<file path="config.mk">
export PLATFORM = sky130hd
export DESIGN_NAME = wb_arbiter_flat
export DESIGN_NICKNAME = d
export VERILOG_FILES = /design/src/rtl/wb_arbiter_if.sv /design/src/rtl/wb_arbiter.sv /design/src/flat_wrapper.sv
export SDC_FILE = /design/constraint.sdc
export NUM_CORES = 1
export LEC_CHECK = 0
export ABC_AREA = 1
export CAP_MARGIN = 20
export CORE_ASPECT_RATIO = 1.5
export CORE_MARGIN = 3
export CORE_UTILIZATION = 30
export DETAILED_ROUTE_END_ITERATION = 7
export PLACE_DENSITY = 0.73
export REMOVE_ABC_BUFFERS = 1
export SLEW_MARGIN = 20
export SYNTH_ARGS = -nofsm -noshare
export SYNTH_HDL_FRONTEND = slang
export SYNTH_SLANG_ARGS = --single-unit
</file>
<file path="constraint.sdc">
create_clock -name clk -period 3.1 [get_ports clk]
set_input_delay 0.62 -clock clk [delete_from_list [all_inputs] [get_ports clk]]
set_output_delay 0.62 -clock clk [all_outputs]
set_load 0.005 [all_outputs]
</file>
<file path="src/rtl/wb_arbiter_if.sv">
// Writeback arbiter bus: two source handshakes, register-file write port and,
// when WB_BYPASS_EN is defined, the two bypass lookup ports.
interface wb_arbiter_if;
  logic        src0_valid;
  logic        src0_ready;
  logic [4:0]  src0_rd;
  logic [31:0] src0_data;

  logic        src1_valid;
  logic        src1_ready;
  logic [4:0]  src1_rd;
  logic [31:0] src1_data;

  logic        rf_write_enable;
  logic [4:0]  rf_address3;
  logic [31:0] rf_write_data;

`ifdef WB_BYPASS_EN
  logic [4:0]  byp_address1;
  logic [4:0]  byp_address2;
  logic [31:0] byp_data1;
  logic [31:0] byp_data2;
  logic        byp_hit1;
  logic        byp_hit2;

  modport slave (
    input  src0_valid, src0_rd, src0_data,
    input  src1_valid, src1_rd, src1_data,
    input  byp_address1, byp_address2,
    output src0_ready, src1_ready,
    output rf_write_enable, rf_address3, rf_write_data,
    output byp_data1, byp_data2, byp_hit1, byp_hit2
  );

  modport master (
    output src0_valid, src0_rd, src0_data,
    output src1_valid, src1_rd, src1_data,
    output byp_address1, byp_address2,
    input  src0_ready, src1_ready,
    input  rf_write_enable, rf_address3, rf_write_data,
    input  byp_data1, byp_data2, byp_hit1, byp_hit2
  );
`else
  modport slave (
    input  src0_valid, src0_rd, src0_data,
    input  src1_valid, src1_rd, src1_data,
    output src0_ready, src1_ready,
    output rf_write_enable, rf_address3, rf_write_data
  );

  modport master (
    output src0_valid, src0_rd, src0_data,
    output src1_valid, src1_rd, src1_data,
    input  src0_ready, src1_ready,
    input  rf_write_enable, rf_address3, rf_write_data
  );
`endif
endinterface

</file>
<file path="src/rtl/wb_arbiter.sv">
// Two-source writeback arbiter with src1 anti-starvation and a registered
// register-file write port. Optional bypass lookup enabled by WB_BYPASS_EN.
module wb_arbiter #(
  parameter int unsigned STARVE_LIMIT = 3
) (
  input logic          clk,
  input logic          rst_n,
  wb_arbiter_if.slave  bus
);

  localparam logic [3:0] Limit = 4'(STARVE_LIMIT);

  typedef enum logic [0:0] {StPrio0, StPrio1} state_e;

  state_e      state_q, state_d;
  logic [3:0]  starve_q, starve_d;
  logic        rf_we_q, rf_we_d;
  logic [4:0]  rf_addr_q, rf_addr_d;
  logic [31:0] rf_data_q, rf_data_d;

  logic grant0, grant1;
  logic xfer0, xfer1;

  // src1 wins when alone or when it holds priority; src0 takes everything else.
  always_comb begin
    grant1 = bus.src1_valid & (~bus.src0_valid | (state_q == StPrio1));
    grant0 = bus.src0_valid & ~grant1;
  end

  // Readies are gated by reset so nothing appears to transfer while held in reset.
  assign xfer0 = grant0 & rst_n;
  assign xfer1 = grant1 & rst_n;

  assign bus.src0_ready = xfer0;
  assign bus.src1_ready = xfer1;

  always_comb begin
    starve_d = starve_q;
    if (!bus.src1_valid || xfer1) begin
      starve_d = 4'd0;
    end else if (starve_q < Limit) begin
      starve_d = starve_q + 4'd1;
    end
  end

  always_comb begin
    state_d = state_q;
    unique case (state_q)
      StPrio0: if (starve_d == Limit) state_d = StPrio1;
      StPrio1: if (xfer1)             state_d = StPrio0;
      default:                        state_d = StPrio0;
    endcase
  end

  // Address/data follow every transfer; x0 writes are suppressed via enable only.
  always_comb begin
    rf_we_d   = 1'b0;
    rf_addr_d = rf_addr_q;
    rf_data_d = rf_data_q;
    if (xfer1) begin
      rf_we_d   = (bus.src1_rd != 5'd0);
      rf_addr_d = bus.src1_rd;
      rf_data_d = bus.src1_data;
    end else if (xfer0) begin
      rf_we_d   = (bus.src0_rd != 5'd0);
      rf_addr_d = bus.src0_rd;
      rf_data_d = bus.src0_data;
    end
  end

  always_ff @(posedge clk or negedge rst_n) begin
    if (!rst_n) begin
      state_q   <= StPrio0;
      starve_q  <= 4'd0;
      rf_we_q   <= 1'b0;
      rf_addr_q <= 5'd0;
      rf_data_q <= 32'd0;
    end else begin
      state_q   <= state_d;
      starve_q  <= starve_d;
      rf_we_q   <= rf_we_d;
      rf_addr_q <= rf_addr_d;
      rf_data_q <= rf_data_d;
    end
  end

  assign bus.rf_write_enable = rf_we_q;
  assign bus.rf_address3     = rf_addr_q;
  assign bus.rf_write_data   = rf_data_q;

`ifdef WB_BYPASS_EN
  logic hit1, hit2;

  always_comb begin
    hit1 = rf_we_q & (bus.byp_address1 == rf_addr_q) & (bus.byp_address1 != 5'd0);
    hit2 = rf_we_q & (bus.byp_address2 == rf_addr_q) & (bus.byp_address2 != 5'd0);
  end

  assign bus.byp_hit1  = hit1;
  assign bus.byp_hit2  = hit2;
  assign bus.byp_data1 = hit1 ? rf_data_q : 32'd0;
  assign bus.byp_data2 = hit2 ? rf_data_q : 32'd0;
`endif

endmodule

</file>
<file path="src/flat_wrapper.sv">
// flat-port wrapper written by rule: the top's interface ports become plain ports
module wb_arbiter_flat 
#(
  parameter int unsigned STARVE_LIMIT = 3
)
  (clk, rst_n, bus_src0_valid, bus_src0_rd, bus_src0_data, bus_src1_valid, bus_src1_rd, bus_src1_data, bus_src0_ready, bus_src1_ready, bus_rf_write_enable, bus_rf_address3, bus_rf_write_data);
  wb_arbiter_if bus_i ();
  input logic clk;
  input logic rst_n;
  input wire logic [$bits(bus_i.src0_valid)-1:0] bus_src0_valid;
  input wire logic [$bits(bus_i.src0_rd)-1:0] bus_src0_rd;
  input wire logic [$bits(bus_i.src0_data)-1:0] bus_src0_data;
  input wire logic [$bits(bus_i.src1_valid)-1:0] bus_src1_valid;
  input wire logic [$bits(bus_i.src1_rd)-1:0] bus_src1_rd;
  input wire logic [$bits(bus_i.src1_data)-1:0] bus_src1_data;
  output wire logic [$bits(bus_i.src0_ready)-1:0] bus_src0_ready;
  output wire logic [$bits(bus_i.src1_ready)-1:0] bus_src1_ready;
  output wire logic [$bits(bus_i.rf_write_enable)-1:0] bus_rf_write_enable;
  output wire logic [$bits(bus_i.rf_address3)-1:0] bus_rf_address3;
  output wire logic [$bits(bus_i.rf_write_data)-1:0] bus_rf_write_data;
  assign bus_i.src0_valid = bus_src0_valid;
  assign bus_i.src0_rd = bus_src0_rd;
  assign bus_i.src0_data = bus_src0_data;
  assign bus_i.src1_valid = bus_src1_valid;
  assign bus_i.src1_rd = bus_src1_rd;
  assign bus_i.src1_data = bus_src1_data;
  assign bus_src0_ready = bus_i.src0_ready;
  assign bus_src1_ready = bus_i.src1_ready;
  assign bus_rf_write_enable = bus_i.rf_write_enable;
  assign bus_rf_address3 = bus_i.rf_address3;
  assign bus_rf_write_data = bus_i.rf_write_data;
  wb_arbiter #(.STARVE_LIMIT(STARVE_LIMIT)) u_core (.clk(clk), .rst_n(rst_n), .bus(bus_i));
endmodule
</file>
**Yosys cells after proc, flatten, opt, wreduce, memory -nomap -nowiden**

Index checks and enable logic that the tools add are counted.

- Register bits after elaboration: 43
- Bits of input ports: 78

- $add $sub $neg: 1
- $lt $le $gt $ge: 1
- Equality and inequality tests: 1
- Mux-type cells: 11
- Bitwise logic cells: 8
- Reductions and logical operators: 5

Operator list:

| kind | number |
|---|---|
| 2-to-1 mux 32 bit | 2 |
| 2-to-1 mux 5 bit | 2 |
| nonzero test 5 bit | 2 |
| 2-to-1 mux 4 bit | 2 |
| adder 4 x 1 -> 4 bit, second input constant | 1 |
| bitwise AND 1 bit | 4 |
| equality test 4 x 2 -> 1 bit, second input constant | 1 |
| less-than comparator 4 x 2 -> 1 bit, second input constant | 1 |
| 2-to-1 mux 1 bit | 4 |
| inverter 1 bit | 3 |
| case mux 1 bit (2 select lines) | 1 |
| nonzero test 2 bit | 1 |
| logical NOT 1 bit | 1 |
| logical OR 1 bit | 1 |
| OR 1 bit | 1 |

**Depth between registers and ports, before layout**

Gate-level depths: netlist of run 1.

- Depth in word-level cells: 9
- Depth in mapped cells: 11
- Mapped depth without buffers: 9

**Worst setup path after synthesis of run 1**

No wires, ideal clock.

- Path type: in2out
- Start point: input bus_src0_valid
- End point: output bus_src1_ready
- Arrival: 1056 ps
- Setup slack: 1424 ps
- Stages: 4
- Path buffers: 1
- Path through: nand2_2 -> nand3_4 -> inv_1 -> buf_2

- Word-level cells in the longest chain between the ends: 4

RTL lines:

| item | line | RTL |
|---|---|---|
| start: declaration | flat_wrapper.sv:10 | `input wire logic [$bits(bus_i.src0_valid)-1:0] bus_src0_valid;` |
| inverter 1 bit | wb_arbiter.sv:26 | `grant1 = bus.src1_valid & (~bus.src0_valid \| (state_q == StPrio1));` |
| OR 1 bit | wb_arbiter.sv:26 |  |
| bitwise AND 1 bit | wb_arbiter.sv:26 |  |
| bitwise AND 1 bit | wb_arbiter.sv:32 | `assign xfer1 = grant1 & rst_n;` |
| end: declaration | flat_wrapper.sv:17 | `output wire logic [$bits(bus_i.src1_ready)-1:0] bus_src1_ready;` |

Every way passes these cells.

**Worst setup path after layout of run 1**

- Start point: input bus_src1_valid
- End point: output bus_src1_ready

- Word-level cells in the longest chain between the ends: 2

RTL lines:

| item | line | RTL |
|---|---|---|
| start: declaration | flat_wrapper.sv:13 | `input wire logic [$bits(bus_i.src1_valid)-1:0] bus_src1_valid;` |
| bitwise AND 1 bit | wb_arbiter.sv:26 |  |
| bitwise AND 1 bit | wb_arbiter.sv:32 |  |

Every way passes these cells.

==> qor_table.md, run 1 <==
| Quantity | This run |
|:---|:---|
| Status | finished clean |
| Type of element capturing the critical path | output pin |
| Power share of the sequential group | 37.0% |
| Area of the die | 9050 um2 |
| Most used flip-flop cell after synthesis | dfrtp_1 |
| Comb pwr share | 38.3% |
| Endpoint required time on the critical path | 2.48 ns |
| Port buffer count | 117 |
| R2R Path End | u_core.state_q |
| Transition time at the pin with the least slew margin | 0.576 ns |
| Max Fanout on Critical Path | 4 |
| Worst setup margin | 0.509 ns |
| Post-Place Cell Area | 3630 um2 |
| Cell internal power dissipation | 1.52 mW |
| Worst hold-check slack | 0.190 ns |
| Area added between synthesis and finish | 59.1% |
| Warning count from the yosys run | 0 |
| Clock network power share | 24.7% |
| Worst-Skew Late Latency | 0.27 ns |
| Root Buffer Master | clkbuf_16 |
| Post-layout minimum cycle time | 2.59 ns |
| Diode insertion count for antenna repair | 0 |
| Register bit total from synthesis | 43 |
| Per-instance average area after synthesis | 6.82 um2 |
| CTS tree | built |
| Total area of sequential cells | 1080 um2 |
| Number of flops mapped to enable cells by yosys | 0 |
| Number of global-route vias before repair | 2,344 |
| Fin util | 49.4% |
| Type of the worst setup path | primary input to output pin |
| Top cells by instance count after synthesis | nand2_1, inv_1, dfrtp_1 |
| Cell area after synthesis | 2380 um2 |
| Dominant cell by count in the synthesized netlist | nand2_1 |
| Total wirelength of the detailed-routed design | 6580 um |
| DP Worst Slack | 0.500 ns |
| Static leakage power | 1.97 nW |
| Clock transition at path regs | 0.05 ns |
| Global-route wire length before repair | 10,800 um |
| Fillcell total | 788 |
| Hold/Removal Path Class | primary input to asynchronous set/reset pin |
| Total number of H-tree levels | 2 |
| Number of DRC violations after detailed-routing iteration 0 | 88 |
| Gr usage total | 15.1% |
| Largest net degree at the start of global routing | 41 |
| Fraction of the cycle the final worst path needs | 83.6% |
| Number of core rows | 39 |
| Switching power share of the total | 29.1% |
| Share of post-route cells with drive strength above 1 | 7.73% |
| Area fraction of the dominant cell type after synthesis | 45.2% |
| Number of detailed-route iterations in the first pass | 4 |
| Number of nets in the final layout | 544 |
| Critical path startpoint category | primary input |
| Final Hold Fails | 0 |
| Fmax achieved | 386 MHz |
| Post-route ant nets | 0 |
| Max Slew Vio Count | 0 |
| Count of unique library cells instantiated by Yosys | 21 |
| Detailed placer's ending HPWL | 5100 um |
| Critical register-to-register path startpoint | u_core.state_q |
| Power Dens Cells | 567 nW/um2 |
| Final clock skew | 0.00230 ns |
| Net switching power | 0.624 mW |
| Cells taking the most area after synthesis | dfrtp_1, nand2_1, inv_1, o21ai_0, nor2_1 |
| Placer Congestion | 0.766 |
| Final-layout setup total negative slack | 0 ns |
| Sum of overflow across all layers after global routing | 0 |
| Post-CTS sizing | 0 |
| Die Wd | 78.7 um |
| Number of hold-repair buffers added at the cts stage | 0 |
| Clock Tree Buf Depth | 2 |
| # setup viols final | 0 |
| Total power draw | 2.14 mW |
| Y dimension of the die | 115 um |
| Floorplan core area | 7660 um2 |
| Final std cell area, no fill | 3780 um2 |
| Post-CTS Setup Repair Bufs | 0 |
| Largest area contributor in the synthesized netlist | dfrtp_1 |
| R2R Setup Slk | 1.56 ns |
| Clock tree sinks | 43 |
| Peak ir drop on the vdd network | 0.247 mV |
| Initial antenna violation count | 0 |
| Post-detailed-route DRC marker count | 0 |
| Initial core utilization | 31.0% |
| Proportion of register bits with asynchronous set or reset after synthesis | 100% |
| Part of the Yosys area used for sequential elements | 45.2% |
| Area of the multi-input gates | 943 um2 |
| Final Non-Filler Cells | 568 |
| MaxCap Viol Count | 0 |
| Reg2reg path depth | 8 |
| Total instance count after detailed placement | 560 |
| Wire per inst | 11.6 um |
| Number of vias in the routed layout | 2,381 |
| Count of pins on the block boundary | 118 |
| Setup repair after global routing missed its margin | no |
| Synthesized instance count | 349 |
| CP Data Arrival Time | 1.97 ns |
| Relative slew margins | 61.5% |
| TritonCTS Buffers | 5 |
| Post-detailed-route via-to-cell ratio | 4.19 |
[power by group through the flow]
stage	logic, mW	registers (mW)	clock network (mW)
6_report	0.821	0.793	0.531
5_1_grt	0.926	0.812	0.574
4_1_cts	0.841	0.795	0.549
3_5_place_dp	0.836	0.803	0
3_3_place_gp	0.820	0.796	0
2_1_floorplan	0.323	0.811	0
[layout make-up]
| cell class | count | share of cell area, % |
|---|---|---|
| timing repair buffer | 122 | 31.8 |
| sequential | 43 | 28.4 |
| multi-input combinational | 219 | 24.9 |
| inverter | 74 | 7.34 |
| clock buffer | 8 | 4.13 |
| tap | 102 | 3.37 |
[cells in the final DEF (no fill, tap or decap), types with 2 or more instances in the layout]
cell type	synthesis	routed
clkbuf_16	0	5
inv_1	70	70
dfrtp_1	43	43
clkdlybuf4s50_1	0	116
clkinv_1	2	2
inv_2	2	2
or2_2	8	8
o21ai_1	7	7
o21ai_0	22	22
clkbuf_8	0	2
nand2_2	11	11
buf_4	0	5
nand3_1	4	4
nand2_1	140	140
nor2_1	22	22
[how the worst max path moves through the flow]
stage / start / end / depth (start not counted)
global route: bus_src1_valid / bus_src1_ready / 4
detailed placement: bus_src1_valid / bus_src1_ready / 4
CTS: bus_src1_valid / bus_src1_ready / 4
finish: bus_src1_valid / bus_src1_ready / 4
global placement: bus_src1_valid / bus_src1_ready / 4
floorplan: rst_n / bus_src0_ready / 4
[metal layers]
metal  global-route usage (%)  vias to the layer above  wire length, um
met5                        0                        -                0
met4                     6.65                        0              157
met3                     1.96                       13              202
met2                     30.3                       60             3810
met1                     15.2                     1077             2410
li1                         -                     1231                -
[state kept, by name, summed over array words and instances, names as in the netlist]
register,flops
u_core.bus.rf_write_enable,1
u_core.state_q,1
u_core.starve_q,4
u_core.bus.rf_address3,5
u_core.bus.rf_write_data,32
[worst max-delay path, cell delays in order]
cell and delay (ns):
clkdlybuf4s50_1 0.57, nand3_4 0.14, inv_1 0.12, clkdlybuf4s50_1 0.51
[logic make-up (layout without fill, tap and decap cells)]
group                      Yosys count  after routing  synth area share [%]
adders and majority gates            1              1                 0.526
AOI/OAI and AO/OA                   30             30                  6.31
buffers and inverters               87            204                  15.1
and+or+nand+nor                    188            188                  32.8
DFF                                 43             43                  45.2
(Power assumes the default switching activity.)
==> run 2: changes to the inputs <==
- PLACE_DENSITY: 0.73 -> 0.75
- clock period: 3.1 -> 2.2 ns (I/O delays scaled with it)
==> run 2 against run 1 <==
  * Utilization rose by 0.70 points
  * Non-clock buffer count rose by 7
  * Clock power rose by 35%
  * Register-to-register slack got worse by 0.83 ns
  * Critical path depth rose by 1
  * Combinational power rose by 45%
  * Power rose by 41%
  * Global-route usage rose by 0.40 points
  * Sequential cell count did not move
  * Hold slack improved by 0.15 ns
  * Clock skew barely moved
  * Critical path type unchanged
  * Highest routed layer unchanged
==> qor_table.md, run 2 (synthesis gave the netlist of run 1 again) <==
| Quantity | This run | Change |
|:---|:---|:---|
| Status | finished clean |  |
| Root Buffer Master | clkbuf_16 |  |
| Number of DRC violations after detailed-routing iteration 0 | 91 | +3.4% |
| Sum of overflow across all layers after global routing | 0 | unchanged |
| Y dimension of the die | 115 um | unchanged |
| Worst hold-check slack | 0.338 ns | +0.147 ns |
| Die Wd | 78.7 um | unchanged |
| Peak ir drop on the vdd network | 0.380 mV | +54% |
| Gr usage total | 15.5% | +0.40 points |
| Detailed placer's ending HPWL | 5380 um | +5.5% |
| Clock Tree Buf Depth | 2 | unchanged |
| Diode insertion count for antenna repair | 0 | unchanged |
| Post-route ant nets | 0 | unchanged |
| Wire per inst | 11.9 um | +2.4% |
| Clock network power share | 23.7% | -1.0 points |
| Comb pwr share | 39.5% | +1.2 points |
| # setup viols final | 0 | unchanged |
| Clock tree sinks | 43 | unchanged |
| Total number of H-tree levels | 2 | unchanged |
| Post-detailed-route via-to-cell ratio | 4.12 | -1.8% |
| Clock transition at path regs | 0.06 ns | about the same |
| Switching power share of the total | 29.6% | +0.48 points |
| Area added between synthesis and finish | 61.4% |  |
| Critical path startpoint category | primary input |  |
| Post-Place Cell Area | 3690 um2 | +1.8% |
| CTS tree | built |  |
| Global-route wire length before repair | 10,900 um | +0.77% |
| Initial antenna violation count | 0 | unchanged |
| Power Dens Cells | 787 nW/um2 | +39% |
| Worst-Skew Late Latency | 0.27 ns | about the same |
| Fillcell total | 776 | -1.5% |
| Number of detailed-route iterations in the first pass | 4 | unchanged |
| Setup repair after global routing missed its margin | no |  |
| Placer Congestion | 0.806 | +5.2% |
| Cell internal power dissipation | 2.13 mW | +40% |
| Endpoint required time on the critical path | 1.76 ns | -0.72 ns |
| Worst setup path start | bus_src0_valid |  |
| CP Data Arrival Time | 1.69 ns | -0.28 ns |
| Type of the worst setup path | primary input to output pin |  |
| Max Fanout on Critical Path | 4 | unchanged |
| Power share of the sequential group | 36.8% | -0.2 points |
| Total power draw | 3.02 mW | +41% |
| Reg2reg path depth | 9 | +1 |
| Area of the die | 9050 um2 | unchanged |
| Critical register-to-register path startpoint | u_core.state_q |  |
| Number of nets in the final layout | 551 | +1.3% |
| Largest net degree at the start of global routing | 44 | +7.3% |
| Fmax achieved | 471 MHz |  |
| Final-layout setup total negative slack | 0 ns | unchanged |
| Initial core utilization | 31.0% | unchanged |
| Transition time at the pin with the least slew margin | 0.546 ns | -0.0300 ns |
| Final Hold Fails | 0 | unchanged |
| Max reg flops | 32 | unchanged |
| R2R Setup Slk | 0.73 ns | -0.83 ns |
| Max Slew Vio Count | 0 | unchanged |
| Share of post-route cells with drive strength above 1 | 9.32% | +1.6 points |
| Relative slew margins | 63.6% | +2.1 points |
| Number of vias in the routed layout | 2,363 | -0.76% |
| Count of pins on the block boundary | 118 | unchanged |
| Leading cell types in the layout, fill and taps excluded | nand2_1, clkdlybuf4s50_1, inv_1 |  |
| Number of core rows | 39 | unchanged |
| Floorplan core area | 7660 um2 | unchanged |
| Post-layout minimum cycle time | 2.13 ns |  |
| Net switching power | 0.894 mW | +43% |
| Number of hold-repair buffers added at the cts stage | 0 | unchanged |
| Number of global-route vias before repair | 2,348 | +0.17% |
| Post-detailed-route DRC marker count | 0 | unchanged |
| Most common cell after layout, fill and taps aside | nand2_1 |  |
| Type of element capturing the critical path | output pin |  |
| Static leakage power | 2.02 nW | +2.4% |
| Final clock skew | 0.00258 ns | +0.000285 ns |
| CP Capture Point | bus_src1_ready |  |
| Port buffer count | 117 | unchanged |
| Final std cell area, no fill | 3840 um2 | +1.4% |
| TritonCTS Buffers | 5 | unchanged |
| MaxCap Viol Count | 0 | unchanged |
| Fraction of the cycle the final worst path needs | 96.6% |  |
| R2R Path End | u_core.bus.rf_write_data[31] |  |
| Total wirelength of the detailed-routed design | 6810 um | +3.5% |
| Hold/Removal Path Class | primary input to asynchronous set/reset pin |  |
[run 2: cell count changes in the layout (fill, tap and decap cells not counted)]
cell             delta
buf_4               +6
buf_12              +1
dlygate4sd2_1       +1
inv_2               +1
dlymetal6s2s_1      +1
inv_1               -1
clkbuf_8            -1
clkinv_2            +1
clkdlybuf4s50_1     -2
clkbuf_1            -1
[run 2: final cells by class]
type                       count  area [um2]  share of cell area (%)
multi-input combinational    219         943                    24.6
tap                          102         128                    3.32
inverter                      74         278                    7.24
clock buffer                   6         139                    3.62
timing repair buffer         129        1270                    33.1
sequential                    43        1080                    28.0
clock inverter                 1        5.00                   0.130
[run 2: timing repair]
item,in CTS,in global routing
gates resized for setup,1,2
setup endpoints to repair,1,2
buffers inserted,0,0
[run 2: worst min path at each step]
stage	endpoint	slack, ns	cells past startpoint
2_1_floorplan	u_core.bus.rf_address3[0]	0.14	0
3_3_place_gp	u_core.bus.rf_address3[0]	0.46	2
3_5_place_dp	u_core.bus.rf_address3[0]	0.47	2
4_1_cts	u_core.bus.rf_write_data[22]	0.37	2
5_1_grt	u_core.bus.rf_write_data[31]	0.39	2
6_report	u_core.bus.rf_write_data[12]	0.34	2
[run 2: power by group through the flow]
stage	Sequential (mW)	Combinational, mW	Clock (mW)
2_1_floorplan	1.14	0.455	0
3_3_place_gp	1.12	1.19	0
3_5_place_dp	1.13	1.21	0
4_1_cts	1.12	1.22	0.745
5_1_grt	1.14	1.33	0.777
6_report	1.11	1.19	0.716
[run 2: worst max-delay path, cell delays in order]
cell and delay [ns]:
clkdlybuf4s50_1 0.44, nand2_2 0.11, nand3_4 0.09, inv_2 0.09, clkdlybuf4s50_1 0.50
[run 2: metal layers]
| metal | global-route usage (%) | up-vias | part of all wire (%) |
|---|---|---|---|
| li1 | - | 1248 | - |
| met1 | 14.8 | 1035 | 35 |
| met2 | 31.4 | 66 | 58 |
| met3 | 2.27 | 14 | 4.0 |
| met4 | 7.58 | 0 | 3.4 |
| met5 | 0 | - | 0 |
[run 2: metrics by stage]
step	setup slack, ns	utilization (%)	instances
floorplan	0.388	-	336
global placement	0.00680	48.2	567
detailed placement	-0.00879	48.2	567
CTS	0.0167	50.1	574
global route	0.00275	50.1	574
finish	0.0747	50.1	574
